===== src/rtl/aes_round_ctrl_pkg.sv =====
// Shared AES types and helpers: round-sequencer state encoding, AES-128 constants
// and the GF(2^8) doubling used by both the rcon generator and MixColumns.
package aes_package;

    typedef enum logic [2:0] {
        ST_IDLE,
        ST_INIT,
        ST_ROUND,
        ST_FINAL,
        ST_OUT
    } aes_round_state_t;

    localparam int         AES128_ROUNDS = 10;
    localparam logic [7:0] RCON_INIT     = 8'h01;

    // Multiply by x in GF(2^8) modulo x^8 + x^4 + x^3 + x + 1.
    function automatic logic [7:0] aes_xtime(input logic [7:0] b);
        return {b[6:0], 1'b0} ^ (b[7] ? 8'h1B : 8'h00);
    endfunction

endpackage


===== src/rtl/aes_round_ctrl_rcon_gen.sv =====
// Round-constant register: reloads RCON_INIT at block start and doubles in GF(2^8)
// every time a round key is expanded.
module aes_rcon_gen
    import aes_package::*;
(
    input  logic       clk,
    input  logic       i_clr,
    input  logic       i_init,
    input  logic       i_advance,
    output logic [7:0] o_rcon
);

    logic [7:0] r_rcon;

    always_ff @(posedge clk) begin
        if (i_clr || i_init) begin
            r_rcon <= RCON_INIT;
        end else if (i_advance) begin
            r_rcon <= aes_xtime(r_rcon);
        end
    end

    assign o_rcon = r_rcon;

endmodule


===== src/rtl/aes_round_ctrl.sv =====
// Sequencer for the iterative AES round datapath: initial AddRoundKey, the full
// rounds and the final (no MixColumns) round, framed by valid/ready handshakes.
//
// state    | meaning
// ---------+----------------------------------------------------------------
// ST_IDLE  | waiting for a block; load strobes fire on the input handshake
// ST_INIT  | one cycle of AddRoundKey with round key 0, first key expansion
// ST_ROUND | full rounds 1..NUM_ROUNDS-1, ROUND_LAT cycles each
// ST_FINAL | last round without MixColumns, ROUND_LAT cycles
// ST_OUT   | ciphertext held in the state register until out_ready
module aes_round_ctrl
    import aes_package::*;
#(
    parameter int NUM_ROUNDS = AES128_ROUNDS,
    parameter int ROUND_LAT  = 1
) (
    input  logic       clk,
    input  logic       reset,
    input  logic       clear,
    input  logic       in_valid,
    output logic       in_ready,
    output logic       out_valid,
    input  logic       out_ready,
    output logic       dp_load,
    output logic       key_load,
    output logic       dp_init,
    output logic       dp_round_en,
    output logic       dp_skip_mix,
    output logic       key_exp_en,
    output logic [7:0] rcon,
    output logic [3:0] round_idx,
    output logic       busy,
    output logic       done
);

    localparam int CW = (ROUND_LAT > 1) ? $clog2(ROUND_LAT) : 1;

    aes_round_state_t r_state;
    logic [CW-1:0]    r_wait;
    logic [3:0]       r_round_idx;

    logic       w_live;
    logic       w_run;
    logic       w_accept;
    logic       w_wait_last;
    logic       w_round_step;
    logic       w_key_exp;
    logic [7:0] w_rcon;

    assign w_live       = !reset;
    assign w_run        = !reset && !clear;
    assign w_accept     = w_run && (r_state == ST_IDLE) && in_valid;
    assign w_wait_last  = (r_wait == CW'(ROUND_LAT - 1));
    assign w_round_step = (r_state == ST_ROUND) && w_wait_last;
    assign w_key_exp    = w_run && ((r_state == ST_INIT) || w_round_step);

    always_ff @(posedge clk) begin
        if (reset || clear) begin
            r_state     <= ST_IDLE;
            r_wait      <= '0;
            r_round_idx <= '0;
        end else begin
            case (r_state)
                ST_IDLE: begin
                    if (in_valid) begin
                        r_state     <= ST_INIT;
                        r_wait      <= '0;
                        r_round_idx <= '0;
                    end
                end
                ST_INIT: begin
                    r_state     <= ST_ROUND;
                    r_wait      <= '0;
                    r_round_idx <= 4'd1;
                end
                ST_ROUND: begin
                    if (w_wait_last) begin
                        r_wait      <= '0;
                        r_round_idx <= r_round_idx + 4'd1;
                        if (r_round_idx == 4'(NUM_ROUNDS - 1)) begin
                            r_state <= ST_FINAL;
                        end
                    end else begin
                        r_wait <= r_wait + CW'(1);
                    end
                end
                ST_FINAL: begin
                    if (w_wait_last) begin
                        r_wait  <= '0;
                        r_state <= ST_OUT;
                    end else begin
                        r_wait <= r_wait + CW'(1);
                    end
                end
                ST_OUT: begin
                    if (out_ready) begin
                        r_state     <= ST_IDLE;
                        r_round_idx <= '0;
                    end
                end
                default: r_state <= ST_IDLE;
            endcase
        end
    end

    aes_rcon_gen u_rcon_gen (
        .clk       (clk),
        .i_clr     (reset || clear),
        .i_init    (w_accept),
        .i_advance (w_key_exp),
        .o_rcon    (w_rcon)
    );

    // Datapath strobes are suppressed during an abort cycle; status follows state.
    assign in_ready    = w_run && (r_state == ST_IDLE);
    assign dp_load     = w_accept;
    assign key_load    = w_accept;
    assign dp_init     = w_run && (r_state == ST_INIT);
    assign dp_round_en = w_run && (w_round_step || ((r_state == ST_FINAL) && w_wait_last));
    assign dp_skip_mix = w_run && (r_state == ST_FINAL) && w_wait_last;
    assign key_exp_en  = w_key_exp;
    assign out_valid   = w_live && (r_state == ST_OUT);
    assign busy        = w_live && (r_state != ST_IDLE);
    assign done        = w_run && (r_state == ST_OUT) && out_ready;
    assign rcon        = w_live ? w_rcon : 8'h00;
    assign round_idx   = w_live ? r_round_idx : 4'd0;

endmodule


===== config.mk =====
export PLATFORM = sky130hd
export DESIGN_NAME = aes_round_ctrl
export DESIGN_NICKNAME = d
export VERILOG_FILES = /design/src/rtl/aes_round_ctrl_pkg.sv /design/src/rtl/aes_round_ctrl_rcon_gen.sv /design/src/rtl/aes_round_ctrl.sv
export SDC_FILE = /design/constraint.sdc
export NUM_CORES = 1
export LEC_CHECK = 0
export ABC_CLOCK_PERIOD_IN_PS = 1570
export BUFFER_PORTS_ARGS = -buffer_cell sky130_fd_sc_hd__buf_2
export CAP_MARGIN = 20
export CELL_PAD_IN_SITES_DETAIL_PLACEMENT = 0
export CELL_PAD_IN_SITES_GLOBAL_PLACEMENT = 1
export CORE_ASPECT_RATIO = 0.75
export CORE_UTILIZATION = 36
export CTS_CLUSTER_SIZE = 16
export DETAILED_ROUTE_END_ITERATION = 12
export PLACE_DENSITY = 0.86
export SLEW_MARGIN = 10
export SYNTH_ARGS = -nofsm -noshare
export SYNTH_HDL_FRONTEND = slang
export SYNTH_SLANG_ARGS = --single-unit

===== constraint.sdc =====
create_clock -name clk -period 1.57 [get_ports clk]
set_input_delay 0.2355 -clock clk [delete_from_list [all_inputs] [get_ports clk]]
set_output_delay 0.2355 -clock clk [all_outputs]
set_load 0.005 [all_outputs]

==> metrics <==
number of diodes added for antenna fixing 0; fraction of synthesized cell area taken by the top area cell type between 30% and 40%; floorplan die height 44.7 um; clock network latency to the later pin of the worst-skew pair about 0.28 ns; Max Fclk 665 MHz; synthesized-area fraction occupied by and/or/nand/nor cells approximately a third; switching power of the nets ~180 uW; final number of setup-violating endpoints 0; worst slew margin relative to its limit 69.3%; leakage power total 0.485 nW; Critical Path RT approximately 1.3 ns; gpl congestion between 0.7 and 0.8; count of distinct cell types in the synthesized netlist 34; Post-synth EDFFs 0; total design power 703 uW; Final Slew Violations 0; Synth Warn # 0; fraction of power spent switching nets 26.1%; outcome finished, final reports clean; WS Path Type reg -> out; Reg clk slew, reported paths 0.09 ns; Pre-Repair DR Iteration Count 4; PortBufs 26; H-tree level count 1; first-pass GRT wire length ~3200 um; main area contributors after synthesis sky130_fd_sc_hd__dfxtp_1 34%, sky130_fd_sc_hd__nor2b_1 9.3%, sky130_fd_sc_hd__nor2_1 6.0%; Post-Synth XOR/XNOR Area 4.85%; clock sink count 15; final core occ 48.0%; overall die area 0.00264 mm^2; routed wire length about 2000 um; max-capacitance violation count 0; Worst Setup Start Kind register; internal power 520 uW; CTS root buf sky130_fd_sc_hd__clkbuf_4; count of standard-cell rows 15; Inserted Clock Buffers 3; number of buffers on the longest clock path 2; cell accounting for the most synthesized area sky130_fd_sc_hd__dfxtp_1; period utilisation layout 95.8%; unrepaired setup endpoints after global routing no; half-perimeter wire length after detailed placement ~1600 um; Vias/cell around 5; measured slew at the worst slew-check pin about 0.46 ns; critical-path maximum fanout 7; kind of end point of the critical path output port; final global-route overflow total 0; Worst VDD drop 0.390 mV; Min-Delay Path Class in -> reg; area overhead of the layout relative to synthesis 26.2%; share of total power in the clock network between 30 and 40%; Arrival @ worst endpoint around 1.3 ns; antenna violations before repair 0; largest clock skew in the final design 0.00494 ns; compound-cell area share of the yosys netlist 18.0%; power density cells 635 mW/mm^2; Die Wd 59.0 um; main combinational cell family by area after synthesis simple AND/OR/NAND/NOR gates; share of synthesized flip-flops with an asynchronous set or reset 0%; number of global-route vias before repair 679; Fin Setup TNS 0 ns; proportion of power drawn by flip-flops and latches between 50% and 60%; maximum number of pins on one net before global-route repair 12; post-route cell area 0.00111 mm^2; count of hold buffers inserted by post-cts repair 0; Comb power frac 13.4%; Antenna Nets Post-Route 0; adder-cell share of the synthesized area ~2.9%; Area after DPL 0.00105 mm^2; core footprint 0.00231 mm^2; initial DRC count 19; starting density of the core between 30% and 40%; boundary pin count 27; Synth Net Count 111; post-synthesis mux area share 0%; final count of hold timing violations 0; Synth Cell Area 877 um^2; post-synthesis area per instance 8.43 um^2; total number of vias approximately 840; Net count, final 142; Synth Register Bits 15; all-layer global routing usage 15.6%; detailed-route wire length per cell 12.1 um; clock tree from TritonCTS yes; Main synth FF type sky130_fd_sc_hd__dfxtp_1; min cycle time layout around 1.5 ns; sequential share of the synthesized area 34.2%; cell count after synthesis approximately 100; DRC Markers 0; fraction of final layout cells with drive strength greater than 1 38.1%
-- critical path, cell delays in order (launching register included) --
cell and delay (ns):
sky130_fd_sc_hd__dfxtp_4 0.38, sky130_fd_sc_hd__or3_4 0.38, sky130_fd_sc_hd__nor2_8 0.12, sky130_fd_sc_hd__buf_2 0.11
-- sequential cells by signal, summed over array words and instances, names as in the netlist --
register and flops:
r_round_idx 4, r_state 3, u_rcon_gen.o_rcon 8
-- synthesized netlist by cell type (3+ instances only) --
cell / instances
sky130_fd_sc_hd__nor3_1: 3
sky130_fd_sc_hd__and3_1: 3
sky130_fd_sc_hd__a21oi_1: 5
sky130_fd_sc_hd__dfxtp_1: 15
sky130_fd_sc_hd__nor2_1: 14
sky130_fd_sc_hd__xnor2_1: 3
sky130_fd_sc_hd__o22ai_1: 4
sky130_fd_sc_hd__nand2_1: 5
sky130_fd_sc_hd__nor2b_1: 13
-- final timing paths --
check	startpoint	end	slack (ns)	cells past startpoint
max	r_state[2]	key_exp_en	0.07	3
min	in_valid	r_state[0]	0.23	3
max reg2reg	r_state[2]	r_round_idx[2]	0.17	4
min reg2reg	r_round_idx[3]	r_round_idx[3]	0.50	1
-- what timing repair did --
action,4_1_cts,5_1_grt
pin swaps,0,2
hold endpoints to repair,0,0
resized for setup,2,8
setup endpoints to repair,3,7
buffers inserted,0,1
-- power by group through the flow --
| stage | Combinational, mW | Clock, mW | Sequential, mW |
|---|---|---|---|
| finish | 0.0942 | 0.220 | 0.389 |
| global route | 0.105 | 0.245 | 0.390 |
| detailed placement | 0.0920 | 0 | 0.400 |
| global placement | 0.0909 | 0 | 0.399 |
| floorplan | 0.0625 | 0 | 0.396 |
| CTS | 0.0924 | 0.231 | 0.391 |
-- layer usage --
layer / global-route usage [%] / part of all wire, % / vias to the layer above
li1: - / - / 424
met1: 23.5 / 51 / 396
met2: 23.6 / 46 / 22
met3: 3.44 / 2.8 / 0
met4: 1.43 / 0 / 0
met5: 0 / 0 / -
-- through the flow --
stage	hold slack (ns)	std cells	worst slack, ns
2_1_floorplan	0.398	104	0.322
3_3_place_gp	0.476	163	0.206
3_5_place_dp	0.486	163	0.181
4_1_cts	0.228	167	-0.0414
5_1_grt	0.242	168	0.00925
6_report	0.230	168	0.0660
-- logic make-up after synthesis --
family / count (synthesis)
AND/OR/NAND/NOR: 51
AO/OA/AOI/OAI: 23
flip-flops: 15
buffers and inverters: 9
XOR/XNOR: 4
adder cells (fa/ha/maj): 2
-- placed cells by master (no fill, tap or decap), types with 3 or more instances in the layout --
master,netlist,routed
sky130_fd_sc_hd__nor2b_1,13,11
sky130_fd_sc_hd__dfxtp_1,15,13
sky130_fd_sc_hd__buf_2,2,26
sky130_fd_sc_hd__nor2_2,2,3
sky130_fd_sc_hd__buf_4,1,6
sky130_fd_sc_hd__clkbuf_4,0,3
sky130_fd_sc_hd__and3_1,3,3
sky130_fd_sc_hd__o22ai_1,4,4
sky130_fd_sc_hd__nand2_1,5,5
sky130_fd_sc_hd__nor2_1,14,13
sky130_fd_sc_hd__a21oi_1,5,5
sky130_fd_sc_hd__xnor2_1,3,3
-- area by class of cell --
type                       count  area [um^2]
tap                           34         42.5
clock buffer                   4         26.3
multi-input combinational     80          534
timing repair buffer          33          186
sequential                    15          308
fill                         230         1200
inverter                       2         10.0
Power figures use the tool's default switching activity.
